<file path="src/rtl/mem_access_if.sv">
// Signal bundle between the EX stage, the data memory and the write-back stage
// for the memory-access pipeline stage.
interface mem_access_if;
    // Handshake: ex_valid marks an instruction offered by EX. There is no ready;
    // the pipeline's stall/flush inputs on the stage decide whether it is taken.
    logic        ex_valid;
    logic [3:0]  ex_mem_op;
    logic [31:0] ex_addr;
    logic [31:0] ex_wdata;
    logic [31:0] ex_alu_result;
    logic [4:0]  ex_rd;
    logic        ex_wb_en;

    logic        dm_ena;
    logic        dm_wena;
    logic [1:0]  dm_wsel;
    logic [1:0]  dm_rsel;
    logic [31:0] dm_addr;
    logic [31:0] dm_wdata;
    logic [31:0] dm_rdata;

    logic        mem_valid;
    logic [4:0]  mem_rd;
    logic        mem_wb_en;
    logic [31:0] mem_result;
    logic        exc;
    logic [31:0] bad_addr;
    logic        dbg_store_done;

    modport master (
        input  ex_valid, ex_mem_op, ex_addr, ex_wdata, ex_alu_result, ex_rd, ex_wb_en,
        input  dm_rdata,
        output dm_ena, dm_wena, dm_wsel, dm_rsel, dm_addr, dm_wdata,
        output mem_valid, mem_rd, mem_wb_en, mem_result, exc, bad_addr, dbg_store_done
    );

    modport slave (
        output ex_valid, ex_mem_op, ex_addr, ex_wdata, ex_alu_result, ex_rd, ex_wb_en,
        output dm_rdata,
        input  dm_ena, dm_wena, dm_wsel, dm_rsel, dm_addr, dm_wdata,
        input  mem_valid, mem_rd, mem_wb_en, mem_result, exc, bad_addr, dbg_store_done
    );
endinterface

</file>
<file path="src/rtl/mem_access_stage.sv">
// Memory-access pipeline stage: holds one instruction, drives the data-memory
// port, checks alignment/range faults and formats load results for write-back.
module mem_access_stage #(
    parameter logic [31:0] DMEM_BASE  = 32'h10010000,
    parameter int unsigned DMEM_BYTES = 4096
) (
    input  logic          clk,
    input  logic          rst,
    input  logic          stall,
    input  logic          flush,
    mem_access_if.master  bus
);

    localparam logic [3:0] OP_LW  = 4'd1;
    localparam logic [3:0] OP_LH  = 4'd2;
    localparam logic [3:0] OP_LHU = 4'd3;
    localparam logic [3:0] OP_LB  = 4'd4;
    localparam logic [3:0] OP_LBU = 4'd5;
    localparam logic [3:0] OP_SW  = 4'd6;
    localparam logic [3:0] OP_SH  = 4'd7;
    localparam logic [3:0] OP_SB  = 4'd8;

    localparam logic [1:0] SEL_IDLE = 2'b00;
    localparam logic [1:0] SEL_WORD = 2'b01;
    localparam logic [1:0] SEL_HALF = 2'b10;
    localparam logic [1:0] SEL_BYTE = 2'b11;

    // Window end computed one bit wider so a window touching 2^32 cannot wrap.
    localparam logic [32:0] DMEM_END = {1'b0, DMEM_BASE} + {1'b0, 32'(DMEM_BYTES)};

    logic        r_valid;
    logic [3:0]  r_op;
    logic [31:0] r_addr;
    logic [31:0] r_wdata;
    logic [31:0] r_alu_result;
    logic [4:0]  r_rd;
    logic        r_wb_en;
    logic        r_store_done;
    logic [31:0] r_bad_addr;

    logic        w_is_load;
    logic        w_is_store;
    logic [1:0]  w_size_sel;
    logic        w_misaligned;
    logic        w_out_of_range;
    logic        w_exc;
    logic        w_access;
    logic        w_dm_wena;
    logic [31:0] w_result;

    always_comb begin
        w_is_load  = 1'b0;
        w_is_store = 1'b0;
        w_size_sel = SEL_IDLE;
        case (r_op)
            OP_LW:         begin w_is_load  = 1'b1; w_size_sel = SEL_WORD; end
            OP_LH, OP_LHU: begin w_is_load  = 1'b1; w_size_sel = SEL_HALF; end
            OP_LB, OP_LBU: begin w_is_load  = 1'b1; w_size_sel = SEL_BYTE; end
            OP_SW:         begin w_is_store = 1'b1; w_size_sel = SEL_WORD; end
            OP_SH:         begin w_is_store = 1'b1; w_size_sel = SEL_HALF; end
            OP_SB:         begin w_is_store = 1'b1; w_size_sel = SEL_BYTE; end
            default:       begin w_is_load  = 1'b0; w_is_store = 1'b0; end
        endcase
    end

    always_comb begin
        w_misaligned   = ((w_size_sel == SEL_WORD) && (r_addr[1:0] != 2'b00)) ||
                         ((w_size_sel == SEL_HALF) && r_addr[0]);
        w_out_of_range = ({1'b0, r_addr} < {1'b0, DMEM_BASE}) ||
                         ({1'b0, r_addr} >= DMEM_END);
        w_exc          = r_valid && (w_is_load || w_is_store) && (w_misaligned || w_out_of_range);
        w_access       = r_valid && (w_is_load || w_is_store) && !w_exc;
        w_dm_wena      = w_access && w_is_store && !r_store_done;
    end

    always_comb begin
        w_result = r_alu_result;
        case (r_op)
            OP_LW:   w_result = bus.dm_rdata;
            OP_LH:   w_result = {{16{bus.dm_rdata[15]}}, bus.dm_rdata[15:0]};
            OP_LHU:  w_result = {16'h0000, bus.dm_rdata[15:0]};
            OP_LB:   w_result = {{24{bus.dm_rdata[7]}}, bus.dm_rdata[7:0]};
            OP_LBU:  w_result = {24'h000000, bus.dm_rdata[7:0]};
            default: w_result = r_alu_result;
        endcase
    end

    // store_done remembers that a stalled store already wrote, so it writes once.
    always_ff @(posedge clk) begin
        if (rst) begin
            r_valid      <= 1'b0;
            r_op         <= 4'd0;
            r_addr       <= 32'd0;
            r_wdata      <= 32'd0;
            r_alu_result <= 32'd0;
            r_rd         <= 5'd0;
            r_wb_en      <= 1'b0;
            r_store_done <= 1'b0;
        end else if (flush) begin
            r_valid      <= 1'b0;
            r_store_done <= 1'b0;
        end else if (stall) begin
            if (w_dm_wena) begin
                r_store_done <= 1'b1;
            end
        end else begin
            r_valid      <= bus.ex_valid;
            r_op         <= bus.ex_mem_op;
            r_addr       <= bus.ex_addr;
            r_wdata      <= bus.ex_wdata;
            r_alu_result <= bus.ex_alu_result;
            r_rd         <= bus.ex_rd;
            r_wb_en      <= bus.ex_wb_en;
            r_store_done <= 1'b0;
        end
    end

    always_ff @(posedge clk) begin
        if (rst) begin
            r_bad_addr <= 32'd0;
        end else if (w_exc) begin
            r_bad_addr <= r_addr;
        end
    end

    assign bus.dm_ena         = w_access;
    assign bus.dm_wena        = w_dm_wena;
    assign bus.dm_rsel        = (w_access && w_is_load)  ? w_size_sel : SEL_IDLE;
    assign bus.dm_wsel        = (w_access && w_is_store) ? w_size_sel : SEL_IDLE;
    assign bus.dm_addr        = w_access ? r_addr  : 32'd0;
    assign bus.dm_wdata       = w_access ? r_wdata : 32'd0;
    assign bus.mem_valid      = r_valid;
    assign bus.mem_rd         = r_rd;
    assign bus.mem_wb_en      = r_valid && r_wb_en && !w_exc;
    assign bus.mem_result     = w_result;
    assign bus.exc            = w_exc;
    // The faulting address is visible while the fault is held, then kept.
    assign bus.bad_addr       = w_exc ? r_addr : r_bad_addr;
    assign bus.dbg_store_done = r_store_done;

endmodule
</file>
<file path="src/flat_wrapper.sv">
// flat-port wrapper written by rule: the top's interface ports become plain ports
module mem_access_stage_flat 
#(
    parameter logic [31:0] DMEM_BASE  = 32'h10010000,
    parameter int unsigned DMEM_BYTES = 4096
)
  (clk, rst, stall, flush, bus_ex_valid, bus_ex_mem_op, bus_ex_addr, bus_ex_wdata, bus_ex_alu_result, bus_ex_rd, bus_ex_wb_en, bus_dm_rdata, bus_dm_ena, bus_dm_wena, bus_dm_wsel, bus_dm_rsel, bus_dm_addr, bus_dm_wdata, bus_mem_valid, bus_mem_rd, bus_mem_wb_en, bus_mem_result, bus_exc, bus_bad_addr, bus_dbg_store_done);
  mem_access_if bus_i ();
  input  logic clk;
  input  logic rst;
  input  logic stall;
  input  logic flush;
  input wire logic [$bits(bus_i.ex_valid)-1:0] bus_ex_valid;
  input wire logic [$bits(bus_i.ex_mem_op)-1:0] bus_ex_mem_op;
  input wire logic [$bits(bus_i.ex_addr)-1:0] bus_ex_addr;
  input wire logic [$bits(bus_i.ex_wdata)-1:0] bus_ex_wdata;
  input wire logic [$bits(bus_i.ex_alu_result)-1:0] bus_ex_alu_result;
  input wire logic [$bits(bus_i.ex_rd)-1:0] bus_ex_rd;
  input wire logic [$bits(bus_i.ex_wb_en)-1:0] bus_ex_wb_en;
  input wire logic [$bits(bus_i.dm_rdata)-1:0] bus_dm_rdata;
  output wire logic [$bits(bus_i.dm_ena)-1:0] bus_dm_ena;
  output wire logic [$bits(bus_i.dm_wena)-1:0] bus_dm_wena;
  output wire logic [$bits(bus_i.dm_wsel)-1:0] bus_dm_wsel;
  output wire logic [$bits(bus_i.dm_rsel)-1:0] bus_dm_rsel;
  output wire logic [$bits(bus_i.dm_addr)-1:0] bus_dm_addr;
  output wire logic [$bits(bus_i.dm_wdata)-1:0] bus_dm_wdata;
  output wire logic [$bits(bus_i.mem_valid)-1:0] bus_mem_valid;
  output wire logic [$bits(bus_i.mem_rd)-1:0] bus_mem_rd;
  output wire logic [$bits(bus_i.mem_wb_en)-1:0] bus_mem_wb_en;
  output wire logic [$bits(bus_i.mem_result)-1:0] bus_mem_result;
  output wire logic [$bits(bus_i.exc)-1:0] bus_exc;
  output wire logic [$bits(bus_i.bad_addr)-1:0] bus_bad_addr;
  output wire logic [$bits(bus_i.dbg_store_done)-1:0] bus_dbg_store_done;
  assign bus_i.ex_valid = bus_ex_valid;
  assign bus_i.ex_mem_op = bus_ex_mem_op;
  assign bus_i.ex_addr = bus_ex_addr;
  assign bus_i.ex_wdata = bus_ex_wdata;
  assign bus_i.ex_alu_result = bus_ex_alu_result;
  assign bus_i.ex_rd = bus_ex_rd;
  assign bus_i.ex_wb_en = bus_ex_wb_en;
  assign bus_i.dm_rdata = bus_dm_rdata;
  assign bus_dm_ena = bus_i.dm_ena;
  assign bus_dm_wena = bus_i.dm_wena;
  assign bus_dm_wsel = bus_i.dm_wsel;
  assign bus_dm_rsel = bus_i.dm_rsel;
  assign bus_dm_addr = bus_i.dm_addr;
  assign bus_dm_wdata = bus_i.dm_wdata;
  assign bus_mem_valid = bus_i.mem_valid;
  assign bus_mem_rd = bus_i.mem_rd;
  assign bus_mem_wb_en = bus_i.mem_wb_en;
  assign bus_mem_result = bus_i.mem_result;
  assign bus_exc = bus_i.exc;
  assign bus_bad_addr = bus_i.bad_addr;
  assign bus_dbg_store_done = bus_i.dbg_store_done;
  mem_access_stage #(.DMEM_BASE(DMEM_BASE), .DMEM_BYTES(DMEM_BYTES)) u_core (.clk(clk), .rst(rst), .stall(stall), .flush(flush), .bus(bus_i));
endmodule
</file>
<file path="config.mk">
export PLATFORM = sky130hd
export DESIGN_NAME = mem_access_stage_flat
export DESIGN_NICKNAME = d
export VERILOG_FILES = /design/src/rtl/mem_access_if.sv /design/src/rtl/mem_access_stage.sv /design/src/flat_wrapper.sv
export SDC_FILE = /design/constraint.sdc
export NUM_CORES = 1
export LEC_CHECK = 0
export BUFFER_PORTS_ARGS = -buffer_cell sky130_fd_sc_hd__buf_2
export CORE_MARGIN = 5
export CORE_UTILIZATION = 35
export DETAILED_ROUTE_END_ITERATION = 10
export PLACE_DENSITY_LB_ADDON = 0.2
export SLEW_MARGIN = 5
export SYNTH_ARGS = -nofsm -noshare
export SYNTH_HDL_FRONTEND = slang
export SYNTH_SLANG_ARGS = --single-unit
</file>
<file path="constraint.sdc">
create_clock -name clk -period 2.6 [get_ports clk]
set_input_delay 0.39 -clock clk [delete_from_list [all_inputs] [get_ports clk]]
set_output_delay 0.39 -clock clk [all_outputs]
set_load 0.02 [all_outputs]
</file>
Word level (Yosys, flattened, before mapping)

Index checks and enable logic that the tools add are counted.

Equal/unequal tests: 10
Bitwise operators: 2
Multiplexer cells: 9
Reductions and logical operators: 25
Magnitude comparators: 2

Operators by type and width:

| kind                 | number |
|---|---|
| $pmux 32 s5          | 1 |
| $mux 32              | 3 |
| $ge 32x29->1 const B | 1 |
| $lt 32x29->1 const B | 1 |
| $eq 4x3->1 const B   | 4 |
| $reduce_or 3->1      | 4 |
| $logic_and 1x1->1    | 10 |
| $eq 4x2->1 const B   | 2 |
| $pmux 2 s3           | 1 |
| $reduce_or 5->1      | 1 |
| $eq 4x1->1 const B   | 1 |
| $eq 4x4->1 const B   | 1 |
| $logic_or 1x1->1     | 4 |
| $mux 2               | 2 |
| $reduce_or 2->1      | 2 |
| $eq 2x1->1 const B   | 1 |
| $eq 2x2->1 const B   | 1 |
| $logic_not 1->1      | 2 |
| $mux 1               | 2 |
| $not 1->1            | 2 |
| $reduce_and 2->1     | 1 |
| $reduce_bool 2->1    | 1 |

Word-level logic and storage cells: 57
Bits in registers: 140
Output and inout bits: 143
Bits of input ports: 143

Logic depth before layout (Yosys ltp)

Depth after elaboration: 12
Gate-level depth with buffers: 7
Depth with buffers taken out: 4

Worst setup path before layout

OpenSTA, ideal clock, no wires.

Path type: flip-flop to output port
Start point: reg u_core.r_addr[0]
End point: out bus_dm_rsel[0]
Path buffers: 2
Path slack: 0.070 ns
Data required time: 2.210 ns
Cell stages (with the launch flop): 7
Arrival: 2.140 ns
Cell sequence: dfxtp_1 > o21ba_2 > buf_2 > and3_1 > buf_6 > nor4_4 > nor4b_1

Longest elaborated chain between the ends: 9
Elaborated cells between the ends (all ways): 13
Classes of those cells: 2 x order compare; 1 x mux; 10 x reduce/logical

RTL lines:

| item                                                 | line                    | text |
|---|---|---|
| from (decl)                                          | mem_access_stage.sv:33  | `logic [31:0] r_addr;` |
| from (signal assigned)                               | mem_access_stage.sv:109 | `r_addr <= bus.ex_addr;` |
| branches (longest 3 deep; another with $lt 32x29->1) | n/a                     |  |
| $logic_or 1x1->1 (*)                                 | mem_access_stage.sv:71  | `w_exc = r_valid && (w_is_load \|\| w_is_store) && (w_misaligned \|\| w_out_of_range);` |
| $logic_and 1x1->1 (*)                                | mem_access_stage.sv:71  |  |
| $logic_not 1->1 (*)                                  | mem_access_stage.sv:72  | `w_access = r_valid && (w_is_load \|\| w_is_store) && !w_exc;` |
| $logic_and 1x1->1 (*)                                | mem_access_stage.sv:72  |  |
| $logic_and 1x1->1 (*)                                | mem_access_stage.sv:128 | `assign bus.dm_rsel = (w_access && w_is_load) ? w_size_sel : SEL_IDLE;` |
| $mux 2 (*)                                           | mem_access_stage.sv:128 |  |
| to (decl)                                            | flat_wrapper.sv:24      | `output wire logic [$bits(bus_i.dm_rsel)-1:0] bus_dm_rsel;` |

Mark *: on every way between the ends.

Worst setup path in the final report

Start point: reg u_core.r_addr[21]
End point: out bus_dm_wdata[21]

Longest elaborated chain between the ends: 7
Elaborated cells between the ends (all ways): 8
Classes of those cells: 2 x order compare; 1 x mux; 5 x reduce/logical

RTL lines:

| item                                         | line                                           | text |
|---|---|---|
| $lt 32x29->1 or $ge 32x29->1 (tied branches) | mem_access_stage.sv:69, mem_access_stage.sv:70 |  |
| $logic_or 1x1->1 (*)                         | mem_access_stage.sv:69                         | `w_out_of_range = ({1'b0, r_addr} < {1'b0, DMEM_BASE}) \|\|` |
| $logic_or 1x1->1 (*)                         | mem_access_stage.sv:71                         |  |
| $logic_and 1x1->1 (*)                        | mem_access_stage.sv:71                         |  |
| $logic_not 1->1 (*)                          | mem_access_stage.sv:72                         |  |
| $logic_and 1x1->1 (*)                        | mem_access_stage.sv:72                         |  |
| $mux 32 (*)                                  | mem_access_stage.sv:131                        | `assign bus.dm_wdata = w_access ? r_wdata : 32'd0;` |
| to (decl)                                    | flat_wrapper.sv:26                             | `output wire logic [$bits(bus_i.dm_wdata)-1:0] bus_dm_wdata;` |

Mark *: on every way between the ends. The rest lies on a longest branch, timed or not.

==> reports/qor.tcl <==
set qor(status) {complete, but fails checks}
set qor(failed_checks) {setup timing}
set qor(slowest_stage) {sky130_fd_sc_hd__dfxtp_1}
set qor(numCtsBuffers) 17
set qor(report.final.hold_viol_count) 0
set qor(pin_count_of_the_biggest_net_entering_global_routing) 58
set qor(ys_async_sr_fraction) 0
set qor(postLayoutSetupSlackWorst_ns) -0.0446
set qor(finalWorstPathRequiredPeriod_ns) 2.64
set qor(register_area_um2) 2820
set qor(wl_met3_um) 1900
set qor(synth_cell_type_count) 42
set qor(numPortBuffers) 267
set qor(min_path_type) {input pin to flop}
set qor(cts_tree) {built}
set qor(postSynthCellCount) 938
set qor(routed-wl-met2_um) 12400
set qor(path_class) {flop to output pin}
set qor(totalWireLength_um) 25600
set qor(clock-skew-final_ns) 0.0109
set qor(cp.buffers_inverters) 4
set qor(nFillCells) 1842
set qor(crit_end) {bus_dm_wdata[21]}
set qor(number_of_flops_mapped_to_enable_cells_by_yosys) 0
set qor(height_of_the_die_um) 149
set qor(fp.dieArea_um2) 22200
set qor(multiInputGateArea_um2) 3960
set qor(tightest_slew_ns) 0.667
set qor(cp_data_required_time_ns) 2.21
set qor(drt-wirelength-per-cell_um) 17.2
set qor(post-place-ws_ns) 0.0387
set qor(cts-root-buf) {sky130_fd_sc_hd__clkbuf_16}
set qor(drt_via_density) 5.12
set qor(via_count) 7588
set qor(post_layout_nonfiller_instances) 1483
set qor(synth_top_flop_cell) {sky130_fd_sc_hd__dfxtp_1}
set qor(slowest_delay_ns) 0.40
set qor(syn_area_per_cell_um2) 7.21
set qor(grt.total_usage) 0.214
set qor(remaining_drc_errors) 0
set qor(area_delta_synth_final_pct) 51.8
set qor(antenna_found_initial) 3
set qor(postSynthRegisterBits) 140
set qor(dp_hpwl_um) 16900
set qor(final_critical_path_share_of_the_clock_period) 1.02
set qor(r2r_start) {u_core.r_op[2]}
set qor(initial_core_utilization) 0.358
set qor(worstReg2RegEnd) {u_core.r_bad_addr[3]}
set qor(worst-r2r-cell-count) 6
set qor(r2r_setup_slack_ns) 0.83
set qor(number_of_setup_violations_in_the_final_report) 25
set qor(drtPass1Iterations) 5
set qor(critical_path.max_fanout) 5
set qor(cp_data_arrival_time_ns) 2.25
set qor(yosysWarnings) 0
set qor(pin_count) 286
set qor(power_density_nw_per_um2) 554
set qor(critical_path_depth) 8
set qor(number_of_buffers_between_clock_root_and_the_deepest_sink) 2
set qor(drt-initial-drc-count) 427
set qor(top_layer) {met5}
set qor(clk_latency_ns) 0.42
set qor(placementRows) 50
set qor(cts.clk_slew.worst_paths_ns) 0.07
set qor(timing.slew.headroom) 0.555
set qor(global_route_wire_length_before_repair_um) 38200
set qor(post_synth_instance_area_um2) 6760
set qor(rsz_0062_raised_after_global_routing) {yes}
set qor(place.detailed.instances) 1425
set qor(leakage_uw) 0.00441
set qor(timing.max_cap.violations) 0
set qor(cts-htree-levels) 4
set qor(timing.critical_path.cells) {nor4_4 > nand3_2 > nor4_4 > buf_6 > buf_12 > clkbuf_16 > and2_4 > buf_6}
set qor(gp_congestion) 0.825
set qor(grt_overflow) 0
set qor(grt_pass1_vias) 7196
set qor(crit_path_start) {u_core.r_addr[21]}
set qor(top_family_by_delay_on_critical_path) {simple AND/OR/NAND/NOR gates}
set qor(final_max_slew_viol_count) 0
set qor(vdd_drop_max_v) 0.000422
set qor(clock-sinks) 140
set qor(fin_nets) 1352
set qor(layout.cells.most_common) {sky130_fd_sc_hd__nand2_1}
set qor(drive_gt1_frac) 0.375
set qor(most_used_cells_in_the_layout_excluding_fill_and_tap_cells) {274 x sky130_fd_sc_hd__nand2_1, 203 x sky130_fd_sc_hd__buf_2, 134 x sky130_fd_sc_hd__a21oi_1}
set qor(antenna_left) 0
set qor(seq_area_frac_synth) 0.414
set qor(detail_route.wirelength.met1_um) 10800
set qor(endpoint_kind) {output pin}
set qor(critPathLaunchType) {flop}
set qor(fp.dieW_um) 149
set qor(area_of_the_core_um2) 18900
set qor(max_freq_ghz) 0.378
## flip-flops by register name, indices dropped and copies added, names as in the netlist
register / count
u_core.bus.mem_valid: 1
u_core.bus.dbg_store_done: 1
u_core.r_wdata: 32
u_core.r_addr: 32
u_core.r_op: 4
u_core.bus.mem_rd: 5
u_core.r_wb_en: 1
u_core.r_bad_addr: 32
u_core.r_alu_result: 32
## kinds of logic (layout without fill, tap and decap cells)
group / after synthesis / after routing / share of synthesized area
and+or+nand+nor: 455 / 455 / 0.303
AOI/OAI and AO/OA: 220 / 220 / 0.189
DFF: 140 / 140 / 0.414
buffers and inverters: 112 / 379 / 0.0773
muxes: 9 / 9 / 0.0148
other: 1 / 19 / 0.000555
xor gates and xnor gates: 1 / 1 / 0.00130
## worst min path at each step
| stage | startpoint | endpoint | slack (ns) | cells past startpoint |
|---|---|---|---|---|
| after global placement | u_core.r_wdata[29] | u_core.r_wdata[29] | 0.44 | 2 |
| after detailed placement | u_core.r_wdata[9] | u_core.r_wdata[9] | 0.45 | 2 |
| after CTS | bus_ex_wdata[16] | u_core.r_wdata[16] | 0.19 | 3 |
| after global routing | bus_ex_wdata[16] | u_core.r_wdata[16] | 0.19 | 3 |
| after floorplan | u_core.r_wdata[0] | u_core.r_wdata[0] | 0.43 | 2 |
| final | bus_ex_alu_result[12] | u_core.r_alu_result[12] | 0.20 | 3 |
## worst register-to-register path, cell delays in order, from the launching register on
cell and delay, ns:
sky130_fd_sc_hd__dfxtp_4 0.37, sky130_fd_sc_hd__or4_4 0.56, sky130_fd_sc_hd__and3_4 0.27, sky130_fd_sc_hd__buf_6 0.14, sky130_fd_sc_hd__buf_12 0.14, sky130_fd_sc_hd__nand3_2 0.08
sky130_fd_sc_hd__a31oi_1 0.09
## synthesized netlist by cell type, drive strengths merged (2+ instances only)
library cell	n	area, um^2
mux2	8	90.1
nand3	52	260
nor4	11	83.8
buf	41	253
a31oi	46	288
nor2	31	116
inv	15	56.3
a32oi	14	123
clkbuf	56	214
o211ai	16	120
and2	46	288
nand2	275	1030
nand4	18	113
dfxtp	140	2800
a21oi	134	671
nor3	5	25.0
and3	3	18.8
o31ai	2	15.0
o21ai	3	15.0
nor2b	2	12.5
nor4b	6	58.8
## area by class of cell
class                           instances  share of cell area
Inverter                               15             0.00548
Timing Repair Buffer                  332               0.242
Tap cell                              260              0.0317
Clock inverter                         14              0.0178
Sequential cell                       140               0.275
Antenna cell                            1            0.000244
Multi-Input combinational cell        703               0.386
Clock buffer                           18              0.0418
## per-layer routing
metal,vias up,global-route usage
met2,262,0.354
li1,3720,-
met5,-,0
met4,6,0.0531
met3,32,0.0726
met1,3568,0.269
## metrics by stage
stage	power (uW)	util	instance area, um^2	hold WS, ns	setup TNS (ns)
2_1_floorplan	2770	-	6830	0.432	0
3_3_place_gp	3080	0.448	8460	0.439	0
3_5_place_dp	3080	0.448	8460	0.447	0
4_1_cts	5660	0.512	9670	0.185	-6.73
5_1_grt	5920	0.543	10300	0.187	-7.50
6_report	5690	0.543	10300	0.201	-0.644
## timing repair
item / CTS / global route
resized for setup: 137 / 92
gates cloned: 3 / 6
hold buffers: 0 / 0
setup buffers: 6 / 14
pin swaps: 8 / 29
endpoints found under the setup margin: 100 / 109
## power breakdown
group	internal [uW]	total [uW]	leakage (uW)	switching (uW)
clock network	1530	2560	0.000294	1030
logic	337	836	0.00297	499
registers	2220	2290	0.00115	68.1
(Power assumes the default switching activity.)
